[config.mk]
export PLATFORM = sky130hd
export DESIGN_NAME = bram_frame_streamer
export DESIGN_NICKNAME = d
export VERILOG_FILES = /design/src/rtl/bram_frame_streamer.sv
export SDC_FILE = /design/constraint.sdc
export NUM_CORES = 1
export LEC_CHECK = 0
export BUFFER_PORTS_ARGS = -buffer_cell sky130_fd_sc_hd__buf_4
export CORE_ASPECT_RATIO = 1.5
export CORE_MARGIN = 5
export CORE_UTILIZATION = 51
export DETAILED_ROUTE_END_ITERATION = 10
export HOLD_SLACK_MARGIN = 0.15
export PLACE_DENSITY = 0.73
export SLEW_MARGIN = 0
export SYNTH_ARGS = -nofsm -noshare
export SYNTH_HDL_FRONTEND = slang
export SYNTH_SLANG_ARGS = --single-unit
[constraint.sdc]
create_clock -name clka -period 2.1 [get_ports clka]
set_input_delay 0.525 -clock clka [delete_from_list [all_inputs] [get_ports clka]]
set_output_delay 0.525 -clock clka [all_outputs]
set_load 0.02 [all_outputs]
[src/rtl/bram_frame_streamer.sv]
// Sequential frame reader for a single-port pixel BRAM, producing a valid/ready pixel stream with sof/eol/last markers.
// Latency: first m_valid appears RD_LAT+2 cycles after the start pulse; 1 pixel/cycle sustained while m_ready stays high.
// Backpressure: reads are issued only while the output FIFO plus in-flight reads fit in RD_LAT+1 entries, so m_ready low throttles ena.
//
// Ports:
//   clka, rsta_n               clock (rising edge), asynchronous active-low reset
//   start, continuous, stop    control: start a frame (continuous sampled with start), stop at end of current frame
//   busy, done, frame_cnt      status: not idle, 1-cycle end-of-run pulse, completed-frame counter
//   ena, addra, douta          BRAM read port (write enable is tied off outside this block)
//   m_valid/m_ready/m_data     pixel stream, with m_sof/m_eol/m_last markers

module bram_frame_streamer #(
   parameter int DATA_W = 24,
   parameter int ADDR_W = 15,
   parameter int IMG_W  = 160,
   parameter int IMG_H  = 115,
   parameter int RD_LAT = 1
) (
   input  logic              clka,
   input  logic              rsta_n,
   input  logic              start,
   input  logic              continuous,
   input  logic              stop,
   output logic              busy,
   output logic              done,
   output logic [15:0]       frame_cnt,
   output logic              ena,
   output logic [ADDR_W-1:0] addra,
   input  logic [DATA_W-1:0] douta,
   output logic              m_valid,
   input  logic              m_ready,
   output logic [DATA_W-1:0] m_data,
   output logic              m_sof,
   output logic              m_eol,
   output logic              m_last
);

   localparam int FIFO_DEPTH = RD_LAT + 1;
   localparam int CNT_W      = $clog2(FIFO_DEPTH + 1);
   localparam int PTR_W      = (FIFO_DEPTH > 1) ? $clog2(FIFO_DEPTH) : 1;
   localparam int COL_W      = (IMG_W > 1) ? $clog2(IMG_W) : 1;
   localparam int ROW_W      = (IMG_H > 1) ? $clog2(IMG_H) : 1;

   localparam logic [COL_W-1:0] LAST_COL = COL_W'(IMG_W - 1);
   localparam logic [ROW_W-1:0] LAST_ROW = ROW_W'(IMG_H - 1);
   localparam logic [CNT_W:0]   DEPTH_V  = (CNT_W + 1)'(FIFO_DEPTH);

   typedef enum logic [1:0] {
      IDLE  = 2'd0,
      RUN   = 2'd1,
      DRAIN = 2'd2
   } state_t;

   // Marker tags travelling alongside the BRAM read latency.
   typedef struct packed {
      logic vld;
      logic sof;
      logic eol;
      logic last;
   } tag_t;

   typedef struct packed {
      logic [DATA_W-1:0] dat;
      logic              sof;
      logic              eol;
      logic              last;
   } beat_t;

   state_t              state_q, state_d;
   logic                cont_q, cont_d;
   logic                stop_q, stop_d;
   logic [ADDR_W-1:0]   addr_q, addr_d;
   logic [COL_W-1:0]    col_q, col_d;
   logic [ROW_W-1:0]    row_q, row_d;
   logic                done_q, done_d;
   logic [15:0]         frame_cnt_q, frame_cnt_d;

   tag_t                tag_q [RD_LAT];
   tag_t                tag_d [RD_LAT];

   beat_t               fifo_q [FIFO_DEPTH];
   beat_t               fifo_d [FIFO_DEPTH];
   logic [PTR_W-1:0]    wr_ptr_q, wr_ptr_d;
   logic [PTR_W-1:0]    rd_ptr_q, rd_ptr_d;
   logic [CNT_W-1:0]    cnt_q, cnt_d;

   logic [CNT_W-1:0]    inflight;
   logic                credit_ok;
   logic                issue;
   logic                pop;
   logic                push;
   logic                cur_sof;
   logic                cur_eol;
   logic                cur_last;
   logic                last_beat_acc;
   tag_t                tag_exit;
   beat_t               head;

   function automatic logic [PTR_W-1:0] ptr_inc(input logic [PTR_W-1:0] p);
      return (p == PTR_W'(FIFO_DEPTH - 1)) ? '0 : p + PTR_W'(1);
   endfunction

   // ---------------------------------------------------------------------
   // Credit, issue and marker decode
   // ---------------------------------------------------------------------
   assign head          = fifo_q[rd_ptr_q];
   assign tag_exit      = tag_q[RD_LAT-1];
   assign push          = tag_exit.vld;
   assign pop           = (cnt_q != '0) && m_ready;
   assign last_beat_acc = pop && head.last;

   assign cur_sof  = (addr_q == '0);
   assign cur_eol  = (col_q == LAST_COL);
   assign cur_last = cur_eol && (row_q == LAST_ROW);

   always_comb begin
      inflight = '0;
      for (int i = 0; i < RD_LAT; i++) begin
         inflight = inflight + {{(CNT_W-1){1'b0}}, tag_q[i].vld};
      end
   end

   // The beat leaving the FIFO this cycle returns its slot immediately;
   // without that, a full-rate stream would stall every RD_LAT+1 cycles.
   assign credit_ok = ({1'b0, cnt_q} + {1'b0, inflight}) < (DEPTH_V + {{CNT_W{1'b0}}, pop});
   assign issue     = (state_q == RUN) && credit_ok;

   // ---------------------------------------------------------------------
   // Frame FSM and address/column/row counters
   // ---------------------------------------------------------------------
   always_comb begin
      state_d     = state_q;
      cont_d      = cont_q;
      stop_d      = stop_q;
      addr_d      = addr_q;
      col_d       = col_q;
      row_d       = row_q;
      done_d      = 1'b0;
      frame_cnt_d = frame_cnt_q;

      if (last_beat_acc) begin
         frame_cnt_d = frame_cnt_q + 16'd1;
      end

      unique case (state_q)
         IDLE: begin
            // stop arriving with start (or alone) is dropped here.
            stop_d = 1'b0;
            if (start) begin
               state_d = RUN;
               cont_d  = continuous;
               addr_d  = '0;
               col_d   = '0;
               row_d   = '0;
            end
         end
         RUN: begin
            stop_d = stop_q || stop;
            if (issue) begin
               if (cur_last) begin
                  addr_d = '0;
                  col_d  = '0;
                  row_d  = '0;
                  // Continuous mode rolls straight into the next frame with
                  // no bubble; otherwise wait for the last beat to drain.
                  if (!(cont_q && !(stop_q || stop))) begin
                     state_d = DRAIN;
                  end
               end else begin
                  addr_d = addr_q + ADDR_W'(1);
                  if (cur_eol) begin
                     col_d = '0;
                     row_d = row_q + ROW_W'(1);
                  end else begin
                     col_d = col_q + COL_W'(1);
                  end
               end
            end
         end
         DRAIN: begin
            stop_d = stop_q || stop;
            // Only the final frame's beats can be outstanding here, as a
            // frame is longer than the FIFO plus read pipeline.
            if (last_beat_acc) begin
               state_d = IDLE;
               stop_d  = 1'b0;
               done_d  = 1'b1;
            end
         end
         default: begin
            state_d = IDLE;
         end
      endcase
   end

   // ---------------------------------------------------------------------
   // Read-latency tag pipe and output FIFO
   // ---------------------------------------------------------------------
   always_comb begin
      tag_d[0].vld  = issue;
      tag_d[0].sof  = issue && cur_sof;
      tag_d[0].eol  = issue && cur_eol;
      tag_d[0].last = issue && cur_last;
      for (int i = 1; i < RD_LAT; i++) begin
         tag_d[i] = tag_q[i-1];
      end
   end

   always_comb begin
      fifo_d   = fifo_q;
      wr_ptr_d = wr_ptr_q;
      rd_ptr_d = rd_ptr_q;
      cnt_d    = cnt_q;

      // douta is aligned with the tag leaving the last pipe stage.
      if (push) begin
         fifo_d[wr_ptr_q] = '{dat: douta, sof: tag_exit.sof, eol: tag_exit.eol, last: tag_exit.last};
         wr_ptr_d         = ptr_inc(wr_ptr_q);
      end
      if (pop) begin
         rd_ptr_d = ptr_inc(rd_ptr_q);
      end

      unique case ({push, pop})
         2'b10:   cnt_d = cnt_q + CNT_W'(1);
         2'b01:   cnt_d = cnt_q - CNT_W'(1);
         default: cnt_d = cnt_q;
      endcase
   end

   // ---------------------------------------------------------------------
   // State registers
   // ---------------------------------------------------------------------
   always_ff @(posedge clka or negedge rsta_n) begin
      if (!rsta_n) begin
         state_q     <= IDLE;
         cont_q      <= 1'b0;
         stop_q      <= 1'b0;
         addr_q      <= '0;
         col_q       <= '0;
         row_q       <= '0;
         done_q      <= 1'b0;
         frame_cnt_q <= '0;
         wr_ptr_q    <= '0;
         rd_ptr_q    <= '0;
         cnt_q       <= '0;
         for (int i = 0; i < RD_LAT; i++) begin
            tag_q[i] <= '0;
         end
         for (int i = 0; i < FIFO_DEPTH; i++) begin
            fifo_q[i] <= '0;
         end
      end else begin
         state_q     <= state_d;
         cont_q      <= cont_d;
         stop_q      <= stop_d;
         addr_q      <= addr_d;
         col_q       <= col_d;
         row_q       <= row_d;
         done_q      <= done_d;
         frame_cnt_q <= frame_cnt_d;
         wr_ptr_q    <= wr_ptr_d;
         rd_ptr_q    <= rd_ptr_d;
         cnt_q       <= cnt_d;
         tag_q       <= tag_d;
         fifo_q      <= fifo_d;
      end
   end

   // ---------------------------------------------------------------------
   // Outputs: stream is presented straight from the registered FIFO head
   // ---------------------------------------------------------------------
   assign busy      = (state_q != IDLE);
   assign done      = done_q;
   assign frame_cnt = frame_cnt_q;
   assign ena       = issue;
   assign addra     = addr_q;
   assign m_valid   = (cnt_q != '0);
   assign m_data    = head.dat;
   assign m_sof     = m_valid && head.sof;
   assign m_eol     = m_valid && head.eol;
   assign m_last    = m_valid && head.last;

endmodule

==> reports/results.tsv, run 1 <==
stage	metric	value	unit
placed_design	gp_congestion	0.858	
floorplanning	die_w	93.8	um
synthesis	ys_ff_latch	113	
synthesis	synth.avg_cell_area	11.5	sq um
clocking	clkSlewWorstSetupHoldPaths	50	ps
drt	routedWlPerCell	16.3	um
final_layout	antenna_cells	0	
placed_design	post-place-ws	74.9	ps
grt	grt_use_met3	5.39	%
synthesis	seq_area_frac_synth	52.7	%
floorplanning	core_area	10500	sq um
critical_path	reg2reg_depth	7	
clocking	insertion_delay	410	ps
synthesis	yosys_warnings	0	
sta	min_period_over_period	101	%
sta	max_freq	0.473	GHz
drt	dr.pass1.iters	4	
grt	grt_first_pass_wirelength	20.1	mm
floorplanning	initial_core_util	51.3	%
floorplanning	num_rows	46	
sta	tightest_slew	565	ps
synthesis	yosys.cell_count.top_type	dfrtp_1	
run_status	violations	setup timing	
floorplanning	dieArea	12700	sq um
clocking	numCtsBuffers	17	
critical_path	worstSetupPathType	flop to output pin	
synthesis	synth_edf_count	0	
flow_run	max-cap-violations	0	
synthesis	yosysUniqueCellTypes	44	
sta	setup_viol	1	
drt	drtIter0Drc	142	
grt	met2_usage	35.7	%
synthesis	synth.net_count	509	
synthesis	synthesis.area	5370	sq um
synthesis	synth_top_area_share	52.7	%
placed_design	dp_hpwl	8.54	mm
pwr	p_total	10400	uW
sta	fin_ws	-13.2	ps
final_layout	area_delta_synth_final	30.8	%
drt	antenna_left	0	
placed_design	numPortBuffers	91	
grt	grt_start_max_net_pins	56	
pwr	worst_ir_drop_vdd	0.779	mV
clocking	cts_tree	yes	
sta	final_hold_viol_count	0	
drt	viasPerCell	5.41	
clocking	cts_max_path_buffers	2	
synthesis	synth_area_leader_cell	dfrtp_1	
synthesis	synthArstFlopShare	100	%
sta	final.min_clock_period	2110	ps
floorplanning	die_h	136	um
worst_hold_path	holdPathStages	2	
clocking	cts_root_buf	clkbuf_16	
drt	num_vias	4031	
pwr	p_per_area	1480	nW/um^2
sta	finClkSkew	8.26	ps
grt	grtUsageMet1	23.2	%
final_layout	layout.nets	631	
grt	busiest_layer	met2	
worst_hold_path	hold_path.class	input port to flop	
run_status	status	finished with violations	
sta	rsz0062_at_grt	true	
critical_path	cp_max_fo	2	
grt	grt_usage	20.3	%
critical_path	arrival	1590	ps
critical_path	cp-start-kind	flop	
synthesis	synth.area.top_cells	dfrtp_1 53%, mux2_2 17%, ha_1 3.0%	
clocking	clkSinkCount	113	
grt	overflow	0	
sta	slew_viol_final	0	
critical_path	cp-end-kind	output pin	
drt	route.detailed.drc	0	
grt	grt_pass1_vias	4203	
grt	antenna_found_initial	0	
clocking	htreeDepth	4	
synthesis	yosys-top-cells-count	113 x dfrtp_1, 81 x mux2_2, 36 x nand2_1, 32 x nor2_1, 28 x o21ai_0	
floorplanning	io_pins	92	
final_layout	layout-drive-gt1-share	41.8	%
pwr	leakagePower	0.00323	uW
synthesis	synth-main-ff-cell	dfrtp_1	
sta	slew_headroom	62.0	%
synthesis	syn_inst	466	
drt	drt_wl_total	12.1	mm
sta	holdWs	352	ps
critical_path	required	1570	ps
[registers in the layout, indices dropped and copies added, names as in the netlist]
signal,flops
stop_q,1
fifo_q,54
state_q,2
rd_ptr_q,1
wr_ptr_q,1
row_q,7
push,1
done,1
tag_exit,3
frame_cnt,16
cont_q,1
col_q,8
cnt_q,2
addra,15
[layout by cell type (no fill, tap or decap), types with 3 or more instances in the layout]
| cell type | count |
|---|---|
| dfrtp_1 | 112 |
| buf_4 | 112 |
| mux2_2 | 81 |
| nand2_1 | 35 |
| nor2_1 | 31 |
| o21ai_0 | 28 |
| nand3_1 | 22 |
| clkbuf_16 | 17 |
| nand4_1 | 12 |
| xnor2_1 | 12 |
| inv_1 | 11 |
| and3_1 | 9 |
| xor2_1 | 9 |
| a21oi_1 | 9 |
| a31oi_1 | 9 |
| ha_1 | 9 |
| clkinv_2 | 6 |
| clkinvlp_4 | 5 |
| mux2i_1 | 4 |
| nor4_1 | 4 |
| nor3_1 | 4 |
| buf_12 | 4 |
| and2_1 | 3 |
| o211ai_1 | 3 |
| or2_2 | 3 |
| o21ai_1 | 3 |
| clkinv_4 | 3 |
[report_power, final]
part | total, uW | switching (uW) | internal, uW
sequential | 3320 | 455 | 2870
clock | 2520 | 999 | 1520
combinational | 4580 | 2290 | 2290
total | 10400 | 3750 | 6680
[logic make-up (layout without fill, tap and decap cells)]
| group | after synthesis | after routing | synth area share (%) |
|---|---|---|---|
| multiplexers | 87 | 87 | 18.1 |
| flip-flops | 113 | 113 | 52.7 |
| adder cells (fa/ha/maj) | 13 | 13 | 3.03 |
| AND/OR/NAND/NOR | 139 | 139 | 13.4 |
| buffers and inverters | 28 | 163 | 2.19 |
| AO/OA/AOI/OAI | 65 | 65 | 7.22 |
| XOR/XNOR | 21 | 21 | 3.43 |
[worst max-delay path: stages, from the launching register on]
cell and delay [ps]:
dfrtp_1 390, ha_2 210, ha_4 290, o21ai_4 60, nand2_2 70, inv_2 50
buf_6 120
[cell type report]
type,instances,area [sq um]
fill,811,3450
sequential,113,2830
multi-input combinational,325,2490
timing repair buffer,118,942
clock buffer,18,439
tap,144,180
clock inverter,14,93.8
inverter,13,48.8
[per-layer routing]
| metal | vias to the layer above | part of all wire, % |
|---|---|---|
| li1 | 1907 | - |
| met1 | 1977 | 39 |
| met2 | 126 | 54 |
| met3 | 21 | 5.1 |
| met4 | 0 | 2.0 |
| met5 | - | 0 |
[metrics by stage]
step	TNS, ps	cells	util [%]	area (sq um)
floorplan	0	466	-	5370
global placement	0	705	60.7	6360
detailed placement	0	705	60.7	6360
CTS	-5.51	744	66.8	7000
global route	-738	745	67.0	7020
finish	-13.2	745	67.0	7020
[repair_timing]
| action | 4_1_cts | 5_1_grt |
|---|---|---|
| hold buffers | 1 | 0 |
| endpoints found under the setup margin | 26 | 32 |
| pin swaps | 3 | 4 |
| resized for setup | 13 | 5 |
| endpoints found under the hold margin | 19 | 0 |
| buffers inserted | 6 | 1 |
[final timing paths]
path,start,to,slack [ps]
worst max-delay path,cnt_q[0],ena,-10
worst min-delay path,continuous,cont_q,350
worst max register to register,row_q[0],addra[14],100
worst min register to register,frame_cnt[15],frame_cnt[15],470
max in group asynchronous,rsta_n,rd_ptr_q,960
min in group asynchronous,rsta_n,fifo_q[50],560
No activity file was read; power rests on OpenSTA's default activity.
==> run 2, diff against run 1 <==
- PLACE_DENSITY: 0.73 -> 0.76
==> reports/results.tsv, run 2 (same netlist as run 1, synthesis figures left out) <==
stage	metric	value	unit	change
drt	wl_met3	636	um	was 615 um
grt	antenna_found_initial	0		unchanged
critical_path	arrival	1620	ps	was 1590 ps
drt	routedWlPerCell	16.9	um	was 16.3 um
critical_path	reg2reg_depth	9		was 7
clocking	cts_tree	yes		unchanged
placed_design	dp_hpwl	8.42	mm	was 8.54 mm
floorplanning	core_area	10500	sq um	unchanged
pwr	worst_ir_drop_vdd	0.806	mV	was 0.779 mV
drt	antenna_left	0		unchanged
floorplanning	dieArea	12700	sq um	unchanged
clocking	numCtsBuffers	17		unchanged
sta	max_freq	0.465	GHz	was 0.473 GHz
final_layout	layout_common_cells	112 x dfrtp_1, 110 x buf_4, 81 x mux2_2		was 112 x dfrtp_1, 112 x buf_4, 81 x mux2_2
sta	final.min_clock_period	2150	ps	was 2110 ps
pwr	p_per_area	1570	nW/um^2	was 1480 nW/um^2
sta	slew_headroom	62.0	%	about the same
sta	tightest_slew	565	ps	about the same
worst_hold_path	hold_path.class	input port to flop		unchanged
final_layout	final_common_cell	dfrtp_1		
pwr	leakagePower	0.00329	uW	was 0.00323 uW
placed_design	gp_congestion	0.956		was 0.858
floorplanning	num_rows	46		unchanged
drt	wl_met1	4.85	mm	was 4.75 mm
drt	route.met2.wl	6.81	mm	was 6.51 mm
final_layout	nFillCells	773		was 811
grt	overflow	0		unchanged
critical_path	r2r-end	row_q[4]		was addra[14]
placed_design	placed_cell_area	6330	sq um	was 6360 sq um
final_layout	area_delta_synth_final	33.8	%	was 30.8%
clocking	clkSlewWorstSetupHoldPaths	50	ps	about the same
worst_hold_path	min_to	cont_q		unchanged
sta	setup_viol	2		was 1
floorplanning	die_h	136	um	unchanged
worst_hold_path	holdPathStages	2		unchanged
clocking	cts_root_buf	clkbuf_16		unchanged
final_layout	largest-register	fifo_q		unchanged
drt	viasPerCell	5.47		was 5.41
critical_path	required	1570	ps	about the same
drt	route.detailed.drc	0		unchanged
final_layout	layout-drive-gt1-share	42.4	%	was 41.8%
drt	drtIter0Drc	150		was 142
final_layout	layout.nets	629		was 631
sta	min_period_over_period	102	%	was 101%
run_status	violations	setup timing		unchanged
critical_path	cp_max_fo	3		was 2
clocking	insertion_delay	400	ps	was 410 ps
final_layout	largest_reg_flops	54		unchanged
drt	dr.max_layer_used	met4		unchanged
placed_design	numPortBuffers	91		unchanged
critical_path	cp-start-kind	flop		unchanged
clocking	cts_max_path_buffers	2		unchanged
drt	dr.pass1.iters	4		unchanged
floorplanning	io_pins	92		unchanged
grt	grt_usage	20.8	%	was 20.3%
flow_run	max-cap-violations	0		unchanged
sta	final_hold_viol_count	0		unchanged
drt	num_vias	4066		was 4031
floorplanning	die_w	93.8	um	unchanged
worst_hold_path	min_from	continuous		unchanged
final_layout	antenna_cells	0		unchanged
placed_design	post-place-ws	63.7	ps	was 74.9 ps
sta	slew_viol_final	0		unchanged
sta	holdWs	360	ps	was 352 ps
floorplanning	initial_core_util	51.3	%	unchanged
clocking	htreeDepth	4		unchanged
sta	fin_ws	-49.2	ps	was -13.2 ps
critical_path	cp-end-kind	output pin		unchanged
pwr	p_total	11300	uW	was 10400 uW
critical_path	worstSetupPathType	flop to output pin		unchanged
critical_path	reg2reg_slack	-40	ps	was 100 ps
grt	grt_pass1_vias	4354		was 4203
sta	setup_tns	-93.0	ps	was -13.2 ps
drt	drt_wl_total	12.6	mm	was 12.1 mm
sta	finClkSkew	8.75	ps	was 8.26 ps
grt	grt_first_pass_wirelength	20.6	mm	was 20.1 mm
grt	grt_start_max_net_pins	100		was 56
clocking	clkSinkCount	113		unchanged
final_layout	design_area	7180	sq um	was 7020 sq um
sta	rsz0062_at_grt	true		unchanged
run_status	status	finished with violations		unchanged
critical_path	rr_startpoint	push		was row_q[0]
run 2: cell count changes in the layout (fill, tap and decap cells not counted), moves of 2 or more:
| cell | delta |
|---|---|
| bufinv_16 | +7 |
| clkinv_2 | -4 |
| a41oi_1 | -2 |
| a41oi_2 | +2 |
| buf_4 | -2 |
| clkinv_4 | -2 |
| clkinvlp_4 | -2 |
run 2: through the flow:
| stage | cells | utilization [%] |
|---|---|---|
| 6_report | 743 | 68.6 |
| 3_3_place_gp | 704 | 60.4 |
| 4_1_cts | 742 | 68.0 |
| 2_1_floorplan | 466 | - |
| 3_5_place_dp | 704 | 60.4 |
| 5_1_grt | 743 | 68.6 |
run 2: final cells by class:
| cell class | count | area [sq um] | area share (%) |
|---|---|---|---|
| Clock inverter | 14 | 260 | 3.62 |
| Sequential cell | 113 | 2830 | 39.4 |
| Clock buffer | 18 | 429 | 5.97 |
| Multi-Input combinational cell | 325 | 2520 | 35.0 |
| Timing Repair Buffer | 116 | 918 | 12.8 |
| Tap cell | 144 | 180 | 2.51 |
| Inverter | 13 | 48.8 | 0.679 |
run 2: worst max path at each step:
stage,depth (start not counted),endpoint,startpoint,slack [ps]
final,6,ena,push,-50
after global routing,6,ena,cnt_q[0],-110
after CTS,6,ena,push,-3
after detailed placement,7,addra[3],row_q[0],60
after global placement,7,addra[3],row_q[0],120
after floorplan,8,addra[14],row_q[0],120
run 2: report_power, final:
part           internal, uW  switching [uW]
combinational          2290            2350
sequential             2870             454
clock                  2340             991
run 2: worst max-delay path: stages, from the launching register on:
cell and delay (ps):
dfrtp_1 400, ha_2 200, ha_4 280, o21ai_4 60
nand2_2 100, inv_2 50, buf_6 120
run 2: repair_timing:
item | CTS | global route
cloned | 0 | 0
buffers inserted | 5 | 1
endpoints found under the setup margin | 16 | 34
endpoints found under the hold margin | 14 | 0
hold buffers | 1 | 0
resized for setup | 14 | 14
pin swaps | 3 | 4
run 2: per-layer routing:
metal / vias to the layer above / GRT usage [%]
met4: 0 / 9.16
li1: 1919 / -
met1: 1992 / 22.8
met2: 134 / 37.1
met5: - / 0
met3: 21 / 5.45
